==> config.mk <==
export PLATFORM = sky130hd
export DESIGN_NAME = button_register
export DESIGN_NICKNAME = d
export VERILOG_FILES = /design/src/rtl/button_register.sv
export SDC_FILE = /design/constraint.sdc
export NUM_CORES = 1
export LEC_CHECK = 0
export ABC_CLOCK_PERIOD_IN_PS = 4800
export BUFFER_PORTS_ARGS = -buffer_cell sky130_fd_sc_hd__buf_2
export CAP_MARGIN = 20
export CELL_PAD_IN_SITES_DETAIL_PLACEMENT = 1
export CELL_PAD_IN_SITES_GLOBAL_PLACEMENT = 2
export CORE_ASPECT_RATIO = 1.75
export CORE_UTILIZATION = 40
export DETAILED_ROUTE_END_ITERATION = 6
export GPL_TIMING_DRIVEN = 1
export HOLD_SLACK_MARGIN = 0.12
export MAX_ROUTING_LAYER = met4
export PLACE_DENSITY = 0.83
export SLEW_MARGIN = 20
export SYNTH_ARGS = -nofsm -noshare
export SYNTH_HDL_FRONTEND = slang
export SYNTH_SLANG_ARGS = --single-unit
==> constraint.sdc <==
create_clock -name clock -period 4.8 [get_ports clock]
set_input_delay 0 -clock clock [delete_from_list [all_inputs] [get_ports clock]]
set_output_delay 0 -clock clock [all_outputs]
set_load 0.05 [all_outputs]
==> src/rtl/button_register.sv <==
// button_register: four synchronised, debounced push-buttons with W1C rising-edge pending bits and a level irq
module button_register #(
  parameter int DEBOUNCE_COUNT = 50000
) (
  input  logic       clock,
  input  logic       reset,
  input  logic       cs,
  input  logic       read,
  input  logic       write,
  input  logic       address,
  input  logic [7:0] data_in,
  output logic [7:0] data_out,
  input  logic [3:0] buttons,
  output logic       irq
);
  localparam int CW = (DEBOUNCE_COUNT > 1) ? $clog2(DEBOUNCE_COUNT) : 1;
  localparam logic [CW-1:0] LAST = CW'(DEBOUNCE_COUNT - 1);
  logic [3:0] sync1, sync2, stable, stable_next, pending, pending_next, clr;
  logic [CW-1:0] cnt [4];
  logic [CW-1:0] cnt_next [4];
  logic irq_enable, wr_ctrl;
  logic [7:0] sel;
  always_comb begin
    for (int i = 0; i < 4; i++) begin
      cnt_next[i] = (sync2[i] == stable[i] || cnt[i] == LAST) ? '0 : cnt[i] + 1'b1;
      stable_next[i] = (sync2[i] != stable[i] && cnt[i] == LAST) ? sync2[i] : stable[i];
    end
    wr_ctrl = cs && write && address;
    clr = wr_ctrl ? data_in[3:0] : 4'b0000;
    // a rising edge on the same cycle as a clear keeps the bit set
    pending_next = (pending & ~clr) | (stable_next & ~stable);
    sel = address ? {irq_enable, 3'b000, pending} : {4'b0000, stable};
  end
  always_ff @(posedge clock) begin
    if (reset) begin
      sync1 <= '0;
      sync2 <= '0;
      stable <= '0;
      pending <= '0;
      irq_enable <= 1'b0;
      irq <= 1'b0;
      data_out <= '0;
      for (int i = 0; i < 4; i++) cnt[i] <= '0;
    end else begin
      sync1 <= buttons;
      sync2 <= sync1;
      stable <= stable_next;
      pending <= pending_next;
      irq_enable <= wr_ctrl ? data_in[7] : irq_enable;
      irq <= irq_enable && (pending != 4'b0000);
      data_out <= (cs && read) ? sel : data_out;
      for (int i = 0; i < 4; i++) cnt[i] <= cnt_next[i];
    end
  end
endmodule

==> results of run 1 <==
==> routing by layer <==
layer,global-route usage (%),up-vias,share of wire [%]
met5,-,-,0
met4,8.21,0,1.7
met3,4.67,8,2.2
met2,34.7,23,57
met1,19.5,1359,39
li1,-,1462,-
==> through the flow <==
stage,util [%],area (um^2),setup slack (ns),hold WS [ns]
finish,47.6,4310,2.58,0.125
global route,47.6,4310,2.49,0.150
CTS,47.6,4310,2.55,0.120
detailed placement,43.0,3880,2.56,0.217
global placement,43.0,3880,2.60,0.208
floorplan,-,3700,2.84,0.128
==> worst max path at each step <==
stage / endpoint / cells after the start / start / slack [ns]
CTS: cnt[2][13]$_SDFF_PP0_ / 4 / cnt[2][10]$_SDFF_PP0_ / 2.55
global route: cnt[2][15]$_SDFF_PP0_ / 4 / cnt[2][10]$_SDFF_PP0_ / 2.49
detailed placement: cnt[2][3]$_SDFF_PP0_ / 4 / cnt[2][10]$_SDFF_PP0_ / 2.56
floorplan: pending[2]$_SDFF_PP0_ / 4 / cnt[2][10]$_SDFF_PP0_ / 2.84
global placement: cnt[2][15]$_SDFF_PP0_ / 4 / cnt[2][10]$_SDFF_PP0_ / 2.60
finish: cnt[2][13]$_SDFF_PP0_ / 4 / cnt[2][10]$_SDFF_PP0_ / 2.58
==> final cells by class <==
cell class                      instances  share of cell area, %
Multi-Input combinational cell        302                   42.6
Sequential cell                        87                   40.5
Tap cell                              120                   3.49
Clock inverter                          5                   1.89
Timing Repair Buffer                   30                   4.65
Clock buffer                           11                   5.64
Inverter                               15                   1.31
==> placed cells by master (no fill, tap or decap), types with 8 or more instances in the layout <==
cell / instances
dfxtp_1: 87
nor2_1: 82
xnor2_1: 46
nand2_1: 23
nand3_1: 22
buf_2: 20
nor4_1: 16
inv_1: 15
nand4_1: 13
nor3_1: 13
xor2_1: 11
nor2b_1: 10
dlygate4sd3_1: 10
clkbuf_16: 9
mux2i_1: 8
==> cell families (layout without fill, tap and decap cells) <==
logic type / after synthesis / in the layout / synth area share, %
adders and majority gates: 4 / 4 / 1.36
AOI/OAI and AO/OA: 16 / 16 / 2.74
other: 1 / 3 / 0.102
xor gates and xnor gates: 57 / 57 / 13.5
buffers and inverters: 30 / 61 / 3.42
and+or+nand+nor: 213 / 213 / 29.2
muxes: 9 / 9 / 2.47
DFF: 87 / 87 / 47.2
==> flip-flops by register name, summed over array words and instances (netlist names) <==
name / cells
stable: 4
sync1: 4
data_out: 5
pending: 4
irq: 1
irq_enable: 1
sync2: 4
cnt: 64
==> power by group through the flow <==
stage / Clock, mW / Sequential (mW) / Combinational, mW
after floorplan: 0 / 0.755 / 0.0257
after global placement: 0 / 0.748 / 0.0423
after detailed placement: 0 / 0.748 / 0.0428
after CTS: 0.777 / 0.732 / 0.0494
after global routing: 0.812 / 0.732 / 0.0532
final: 0.747 / 0.732 / 0.0484
==> what timing repair did <==
action / CTS / global route
hold buffers: 10 / 0
setup buffers: 0 / 0
hold endpoints to repair: 13 / 0
resized for setup: 0 / 0
==> reports/metrics.csv, run 1 <==
stage,metric,value,unit
grt,vias in the first global route,2877,
power_and_ir_drop,Worst VDD drop,206,uV
final_layout,share of layout cells above drive strength 1,9.33,%
routing,total length of routed wires,8110,um
floorplanning,site row count,46,
sta,relative slew slack,57.6,%
final_layout,Multi-input gate area,1830,um^2
placement,Placed Cells,544,
power_and_ir_drop,Int Power,1.22,mW
sta,setup TNS,0,ns
worst_hold_path,Hold EP,stable[3]$_SDFF_PP0_,
floorplanning,Initial Util,40.9,%
status,status,"complete, no violations",
setup_path,Worst EP arrival,2.42,ns
power_and_ir_drop,switching power,0.311,mW
logic_synthesis,"Top FF cell, synth",dfxtp_1,
final_layout,fillers,1068,
sta,Max Clock Freq,0.451,GHz
setup_path,crit-path max FO,15,
setup_path,reg2reg setup slack,2.58,ns
routing,antenna-violating nets left,0,
power_and_ir_drop,part of the power in registers,47.9,%
logic_synthesis,Synth top area share,47.2,%
setup_path,CP startpoint kind,register,
routing,via count,2852,
grt,first-pass GRT wire length,13500,um
grt,pin count of the biggest net entering global routing,31,
sta,Tcrit/Tclk final,46.2,%
power_and_ir_drop,PD cells,355,nW/um^2
power_and_ir_drop,P_leak,1.35,nW
sta,Final min period,2.22,ns
clock_network,Clock Tree Root,clkbuf_16,
worst_hold_path,Worst Hold Launch,reset,
clock_network,CTS buffer count,9,
final_layout,Layout Cells excl Fill,570,
grt,initial antenna violation count,0,
placement,IO Port Bufs,20,
setup_path,Worst Reg-to-Reg Cells,4,
floorplanning,I/O Pins,27,
clock_network,Clock Latency Late Sink,0.34,ns
clock_network,H-tree depth,3,
floorplanning,Die Span Y,129,um
setup_path,Worst Path Required,5.00,ns
power_and_ir_drop,clock share of power,48.9,%
routing,per-cell routed wire length,14.2,um
logic_synthesis,"top cells by count, synth","dfxtp_1, nor2_1, xnor2_1",
grt,Total GRT Usage,19.4,%
floorplanning,Die ar.,9640,um^2
setup_path,Worst setup EP type,register,
setup_path,slowest CP cell,or4_4,
placement,Detailed Place HPWL,5940,um
sta,Max Slew Vio Count,0,
logic_synthesis,Post-Synthesis Cells,417,
setup_path,worst r2r src,cnt[2][10]$_SDFF_PP0_,
job,max_cap viols,0,
routing,Vias/cell,5.00,
power_and_ir_drop,total power draw,1.53,mW
floorplanning,core area,9040,um^2
routing,first drt pass iteration count,4,
logic_synthesis,Yosys Warn Count,0,
worst_hold_path,Hold Crit Depth,2,
logic_synthesis,"Distinct cells, synth",40,
logic_synthesis,largest cells by area after synthesis,"dfxtp_1, xnor2_1, nor2_1, nand3_1, nor4_1",
sta,worst slew pin tran,0.636,ns
clock_network,CTS tree,built,
logic_synthesis,mapped cell area,3690,um^2
power_and_ir_drop,Net Sw Frac,20.4,%
setup_path,crit-path max cell delay,0.56,ns
setup_path,reg2reg end,cnt[2][13]$_SDFF_PP0_,
sta,Fin. Hold Viols,0,
setup_path,critical path's top delay family,simple AND/OR/NAND/NOR gates,
grt,grt total ovfl,0,
floorplanning,Die X,74.6,um
setup_path,worst path cell trace,or4_1 > or4_4 > o21ai_2 > nor2_1,
worst_hold_path,hold crit path type,input port to register,
logic_synthesis,"FF+latch count, synth",87,
sta,Clock Skew,0.00537,ns
final_layout,# diodes,0,
final_layout,Area Growth Syn to Fin,16.6,%
power_and_ir_drop,Comb pwr share,3.2,%
logic_synthesis,most frequent cell after synthesis,dfxtp_1,
logic_synthesis,Post-synth EDFFs,0,
logic_synthesis,sequential element share of the synthesized area,47.2,%
logic_synthesis,"Avg Cell Area, Syn",8.86,um^2
clock_network,maximum buffer depth of the clock tree,2,
clock_network,clock transition at the registers of the reported paths,0.06,ns
placement,routability congestion estimate,0.769,
sta,final setup fails,0,
routing,DRC viols,0,
setup_path,crit path kind,register to register,
sta,unrepaired setup endpoints after global routing,false,
routing,DRT iter0 DRCs,84,
logic_synthesis,Async SR Flop Fraction,0,%
clock_network,CTS sink cnt,87,
final_layout,Nets,467,
setup_path,WP buf/inv,0,
final_layout,FF+latch area,1740,um^2
logic_synthesis,dominant cell type by area after synthesis,dfxtp_1,
Note: power is estimated with default switching activity, not from simulation.
==> run 2: changes to the inputs <==
- ABC_CLOCK_PERIOD_IN_PS: 4800 -> 2000
- CORE_UTILIZATION: 40 -> 33
- PLACE_DENSITY: 0.83 -> 0.73
- clock period: 4.8 -> 2 ns (I/O delays scaled with it)
==> reports/metrics.csv, run 2 (synthesis results as in run 1) <==
stage,metric,value,unit
grt,pin count of the biggest net entering global routing,31,
final_layout,Multi-input gate area,1840,um^2
placement,Detailed Place HPWL,6060,um
placement,Placed Cells,566,
power_and_ir_drop,PD cells,830,nW/um^2
power_and_ir_drop,P_leak,1.42,nW
clock_network,CTS buffer count,9,
setup_path,slowest CP cell,or4_4,
routing,per-cell routed wire length,13.7,um
clock_network,CTS sink cnt,87,
clock_network,maximum buffer depth of the clock tree,2,
floorplanning,site row count,50,
power_and_ir_drop,Worst VDD drop,634,uV
sta,final setup fails,0,
setup_path,cell mode on critical path,or4_4,
setup_path,Worst Path Required,2.27,ns
sta,Final min period,2.00,ns
sta,Fin. Hold Viols,0,
sta,worst slew pin tran,0.523,ns
clock_network,Clock Latency Late Sink,0.33,ns
final_layout,Nets,480,
sta,relative slew slack,64.8,%
final_layout,"most common cell after layout, fill and taps aside",dfxtp_1,
routing,DRC viols,0,
grt,Total GRT Usage,16.3,%
status,status,"complete, no violations",
routing,antenna-violating nets left,0,
setup_path,crit-path max FO,3,
setup_path,CP startpoint kind,register,
final_layout,Final Instance Area,4440,um^2
final_layout,Layout Cells excl Fill,593,
floorplanning,Initial Util,34.1,%
final_layout,"Most flops, register",cnt,
sta,Final WS setup,0.00247,ns
floorplanning,Die Span Y,142,um
floorplanning,core area,10800,um^2
sta,Tcrit/Tclk final,99.9,%
routing,via count,2906,
sta,Max Clock Freq,0.501,GHz
floorplanning,Die ar.,11600,um^2
final_layout,Area Growth Syn to Fin,20.1,%
final_layout,max reg flops,64,
grt,first-pass GRT wire length,14200,um
placement,IO Port Bufs,20,
placement,area post-placement,4000,um^2
final_layout,# diodes,0,
setup_path,crit-path max cell delay,0.55,ns
routing,Vias/cell,4.90,
grt,grt total ovfl,0,
clock_network,clock transition at the registers of the reported paths,0.06,ns
worst_hold_path,hold crit path type,input port to register,
routing,DRT iter0 DRCs,34,
power_and_ir_drop,total power draw,3.68,mW
final_layout,share of layout cells above drive strength 1,12.3,%
final_layout,fillers,1282,
routing,total length of routed wires,8150,um
grt,initial antenna violation count,0,
routing,first drt pass iteration count,3,
clock_network,H-tree depth,3,
setup_path,worst path cell trace,or4_1 > or4_4 > or4_4 > a21oi_2,
clock_network,CTS tree,built,
placement,Placement Setup Slack,-0.00681,ns
setup_path,crit path kind,register to register,
placement,routability congestion estimate,0.763,
sta,Clock Skew,0.00716,ns
setup_path,Worst setup EP type,register,
final_layout,FF+latch area,1740,um^2
setup_path,Worst EP arrival,2.26,ns
job,max_cap viols,0,
grt,vias in the first global route,3075,
sta,Max Slew Vio Count,0,
floorplanning,I/O Pins,27,
sta,unrepaired setup endpoints after global routing,true,
floorplanning,Die X,82.0,um
clock_network,Clock Tree Root,clkbuf_16,
final_layout,biggest regs,"cnt (64), data_out (5)",
final_layout,"commonest non-fill, non-tap cells in the layout","dfxtp_1, nor2_1, xnor2_1",
## run 2: worst paths after layout
kind	slack, ns	depth (start not counted)	endpoint	start
max	0.002	4	pending[2]$_SDFF_PP0_	cnt[2][10]$_SDFF_PP0_
min	0.13	2	stable[0]$_SDFF_PP0_	reset
max reg2reg	0.002	4	pending[2]$_SDFF_PP0_	cnt[2][10]$_SDFF_PP0_
min reg2reg	0.44	1	sync2[2]$_SDFF_PP0_	sync1[2]$_SDFF_PP0_
## run 2: repair_timing
| item | 4_1_cts | 5_1_grt |
|---|---|---|
| setup endpoints to repair | 1 | 2 |
| hold buffers | 10 | 0 |
| gates resized for setup | 0 | 2 |
| hold endpoints to repair | 10 | 0 |
| pin swaps | 2 | 1 |
| buffers inserted | 1 | 0 |
## run 2: metrics by stage
stage | hold slack (ns) | setup TNS, ns | utilization, %
finish | 0.130 | 0 | 41.0
global route | 0.185 | -0.0569 | 41.0
CTS | 0.143 | -0.0186 | 40.9
detailed placement | 0.222 | -0.00681 | 36.9
global placement | 0.207 | 0 | 36.9
floorplan | 0.128 | 0 | -
## run 2: critical path, delay by kind of cell (launching register included)
kind,cells,cell delay [ns]
simple gates,3,1.49
compound gates,1,0.13
flops,1,0.31
## run 2: cell type report
cell class	instances	share of cell area (%)
multi-input combinational	302	41.5
tap	130	3.67
timing repair buffer	43	7.00
clock inverter	5	1.83
sequential	87	39.3
clock buffer	11	5.47
inverter	15	1.27
## run 2: routing by layer
| metal | global-route usage, % | wire length (um) | up-vias |
|---|---|---|---|
| met5 | - | 0 | - |
| met4 | 6.83 | 155 | 0 |
| met3 | 2.95 | 185 | 12 |
| met2 | 28.8 | 4480 | 29 |
| met1 | 17.2 | 3330 | 1378 |
| li1 | - | - | 1487 |
## run 2: report_power, final
part	total (mW)	leakage (nW)	internal, mW	switching (mW)
Combinational	0.120	0.562	0.0450	0.0746
Sequential	1.76	0.703	1.75	0.00851
Clock	1.81	0.156	1.13	0.676
==> run 3: changes to the inputs <==
--- a/config.mk
+++ b/config.mk
@@ -7,3 +7,4 @@
 export LEC_CHECK = 0
-export ABC_CLOCK_PERIOD_IN_PS = 2000
+export ABC_AREA = 1
+export ABC_CLOCK_PERIOD_IN_PS = 2100
 export BUFFER_PORTS_ARGS = -buffer_cell sky130_fd_sc_hd__buf_2
@@ -13,3 +14,3 @@
 export CORE_ASPECT_RATIO = 1.75
-export CORE_UTILIZATION = 33
+export CORE_UTILIZATION = 34
 export DETAILED_ROUTE_END_ITERATION = 6
@@ -18,3 +19,3 @@
 export MAX_ROUTING_LAYER = met4
-export PLACE_DENSITY = 0.73
+export PLACE_DENSITY = 0.77
 export SLEW_MARGIN = 20
==> constraint.sdc (replaced) <==
create_clock -name clock -period 2.1 [get_ports clock]
set_input_delay 0 -clock clock [delete_from_list [all_inputs] [get_ports clock]]
set_output_delay 0 -clock clock [all_outputs]
set_load 0.01 [all_outputs]
==> reports/metrics.csv, run 3 <==
stage,metric,value,unit
grt,vias in the first global route,3852,
setup_path,reg2reg setup slack,0.37,ns
placement,routability congestion estimate,0.777,
floorplanning,I/O Pins,27,
logic_synthesis,Async SR Flop Fraction,0,%
placement,IO Port Bufs,20,
job,max_cap viols,0,
grt,grt total ovfl,0,
logic_synthesis,Post-Synthesis Cells,577,
logic_synthesis,dominant cell type by area after synthesis,dfxtp_1,
sta,Clock Skew,0.00747,ns
grt,initial antenna violation count,0,
logic_synthesis,largest cells by area after synthesis,"dfxtp_1, nand2_1, nor2_1, inv_1, a21oi_1",
sta,Max Clock Freq,0.499,GHz
final_layout,Layout Cells excl Fill,761,
clock_network,clock transition at the registers of the reported paths,0.07,ns
setup_path,Worst setup EP type,register,
setup_path,crit-path max FO,18,
floorplanning,Die ar.,12500,um^2
worst_hold_path,Hold Crit Depth,4,
routing,via count,3698,
final_layout,"commonest non-fill, non-tap cells in the layout","nand2_1, nor2_1, dfxtp_1",
logic_synthesis,"top cells by count, synth","nand2_1, nor2_1, dfxtp_1",
setup_path,reg2reg end,pending[2]$_SDFF_PP0_,
grt,pin count of the biggest net entering global routing,19,
logic_synthesis,mapped cell area,4110,um^2
setup_path,slowest CP cell,dlygate4sd3_1,
final_layout,"most common cell after layout, fill and taps aside",nand2_1,
floorplanning,Die Span Y,147,um
logic_synthesis,Post-synth EDFFs,0,
worst_hold_path,hold crit path type,input port to register,
routing,DRC viols,0,
logic_synthesis,"Distinct cells, synth",37,
routing,wire length on met3,199,um
setup_path,crit path kind,input port to register,
routing,Vias/cell,4.86,
final_layout,Final Instance Area,4780,um^2
placement,Detailed Place HPWL,7510,um
clock_network,CTS buffer count,9,
setup_path,Worst EP arrival,2.28,ns
routing,per-cell routed wire length,12.9,um
setup_path,Worst Path Required,2.38,ns
worst_hold_path,Worst Hold Launch,address,
sta,Tcrit/Tclk final,95.4,%
sta,setup TNS,0,ns
routing,first drt pass iteration count,4,
sta,Fin. Hold Viols,0,
sta,relative slew slack,66.9,%
clock_network,"Setup Fix Bufs, Post-CTS",0,
setup_path,CP startpoint kind,input port,
setup_path,worst r2r src,cnt[2][0]$_SDFF_PP0_,
final_layout,"Most flops, register",cnt,
routing,met1 WL,4120,um
final_layout,max reg flops,64,
setup_path,cell mode on critical path,dlygate4sd3_1,
floorplanning,site row count,52,
routing,metal2 WL,5350,um
power_and_ir_drop,P_leak,1.70,nW
grt,Total GRT Usage,17.5,%
clock_network,H-tree depth,3,
clock_network,CTS sink cnt,87,
clock_network,Clock Latency Late Sink,0.33,ns
power_and_ir_drop,Worst VDD drop,419,uV
routing,DRT iter0 DRCs,83,
floorplanning,core area,11600,um^2
logic_synthesis,"FF+latch count, synth",87,
logic_synthesis,Yosys Warn Count,0,
grt,first-pass GRT wire length,17000,um
placement,area post-placement,4290,um^2
final_layout,biggest regs,"cnt (64), data_out (5)",
routing,Highest Signal Layer,met4,
sta,Max Slew Vio Count,0,
clock_network,maximum buffer depth of the clock tree,2,
status,status,"complete, no violations",
final_layout,Nets,644,
logic_synthesis,"Top FF cell, synth",dfxtp_1,
clock_network,CTS tree,built,
final_layout,share of layout cells above drive strength 1,10.6,%
logic_synthesis,"Avg Cell Area, Syn",7.12,um^2
setup_path,Worst Reg-to-Reg Cells,6,
floorplanning,Initial Util,35.3,%
clock_network,Clock Tree Root,clkbuf_16,
setup_path,crit-path max cell delay,0.56,ns
setup_path,worst path cell trace,dlygate4sd3_1 > clkbuf_4 > inv_4 > o21ai_0 > dlygate4sd3_1 > a21oi_1 > dlygate4sd3_1,
routing,total length of routed wires,9820,um
sta,unrepaired setup endpoints after global routing,false,
floorplanning,Die X,85.1,um
power_and_ir_drop,PD cells,680,nW/um^2
worst_hold_path,Hold EP,data_out[3]$_SDFFE_PP0P_,
logic_synthesis,Synth top area share,42.4,%
sta,final setup fails,0,
placement,Placed Cells,724,
sta,Final min period,2.00,ns
routing,antenna-violating nets left,0,
final_layout,Area Growth Syn to Fin,16.4,%
logic_synthesis,most frequent cell after synthesis,nand2_1,
logic_synthesis,sequential element share of the synthesized area,42.4,%
sta,worst slew pin tran,0.492,ns
## run 3: cell types whose count changed in the layout (fill, tap and decap cells not counted), moves of 11 or more
cell and change:
o21ai_0 +11, nor4_1 -15, xnor2_1 -40, dlygate4sd3_1 +12
a21oi_1 +25, inv_1 +56, buf_4 -11, nor2_1 +22
nand2_1 +103
## run 3: per-layer routing
layer / global-route usage (%) / vias to the layer above
li1: - / 1919
met5: - / -
met2: 32.5 / 24
met1: 18.3 / 1745
met3: 2.62 / 10
met4: 6.36 / 0
## run 3: where the power goes
group	switching [mW]	total, mW	internal [mW]
sequential	0.0104	1.68	1.66
combinational	0.0547	0.104	0.0493
clock	0.657	1.47	0.817
total	0.722	3.25	2.53
## run 3: final cells by class
class                           count  area, um^2
Multi-Input combinational cell    408        2000
Sequential cell                    87        1740
Timing Repair Buffer               43         330
Clock buffer                       10         239
Fill cell                        1470        6860
Clock inverter                      4        23.8
Tap cell                          135         169
Antenna cell                        1        2.50
Inverter                           73         277
## run 3: cell families (layout without fill, tap and decap cells)
group | Yosys count | after routing | synth area share, %
flops | 87 | 87 | 42.4
other cells | 1 | 4 | 0.0913
fa+ha+maj | 4 | 4 | 1.22
simple gates | 320 | 320 | 34.3
xor+xnor | 16 | 16 | 3.41
compound gates | 65 | 65 | 9.53
buf+inv | 84 | 130 | 9.07
## run 3: how the worst max path moves through the flow
stage | from | end | slack (ns) | cells after the start
floorplan | cnt[1][0]$_SDFF_PP0_ | cnt[1][8]$_SDFF_PP0_ | 0.73 | 7
global placement | cnt[1][0]$_SDFF_PP0_ | cnt[1][2]$_SDFF_PP0_ | 0.48 | 7
detailed placement | cnt[1][0]$_SDFF_PP0_ | cnt[1][15]$_SDFF_PP0_ | 0.45 | 7
CTS | reset | irq_enable$_SDFFE_PP0N_ | 0.002 | 7
global route | reset | irq_enable$_SDFFE_PP0N_ | 0.03 | 7
finish | reset | irq_enable$_SDFFE_PP0N_ | 0.1 | 7
## run 3: repair_timing
item / in CTS / in global routing
endpoints found under the setup margin: 0 / 1
hold buffers: 22 / 0
resized for setup: 0 / 2
hold endpoints to repair: 18 / 0
## run 3: metrics by stage
| step | hold slack [ns] | setup WS (ns) | util, % | total power [mW] |
|---|---|---|---|---|
| floorplan | 0.107 | 0.733 | - | 1.77 |
| global placement | 0.210 | 0.479 | 36.9 | 1.79 |
| detailed placement | 0.211 | 0.452 | 36.9 | 1.79 |
| CTS | 0.149 | 0.00244 | 41.0 | 3.32 |
| global route | 0.199 | 0.0278 | 41.1 | 3.39 |
| finish | 0.158 | 0.0968 | 41.1 | 3.25 |
## run 3: critical path: cells and delay by family
kind	cells	cell delay, ns
AO/OA/AOI/OAI	2	0.21
buffers and inverters	5	2.06
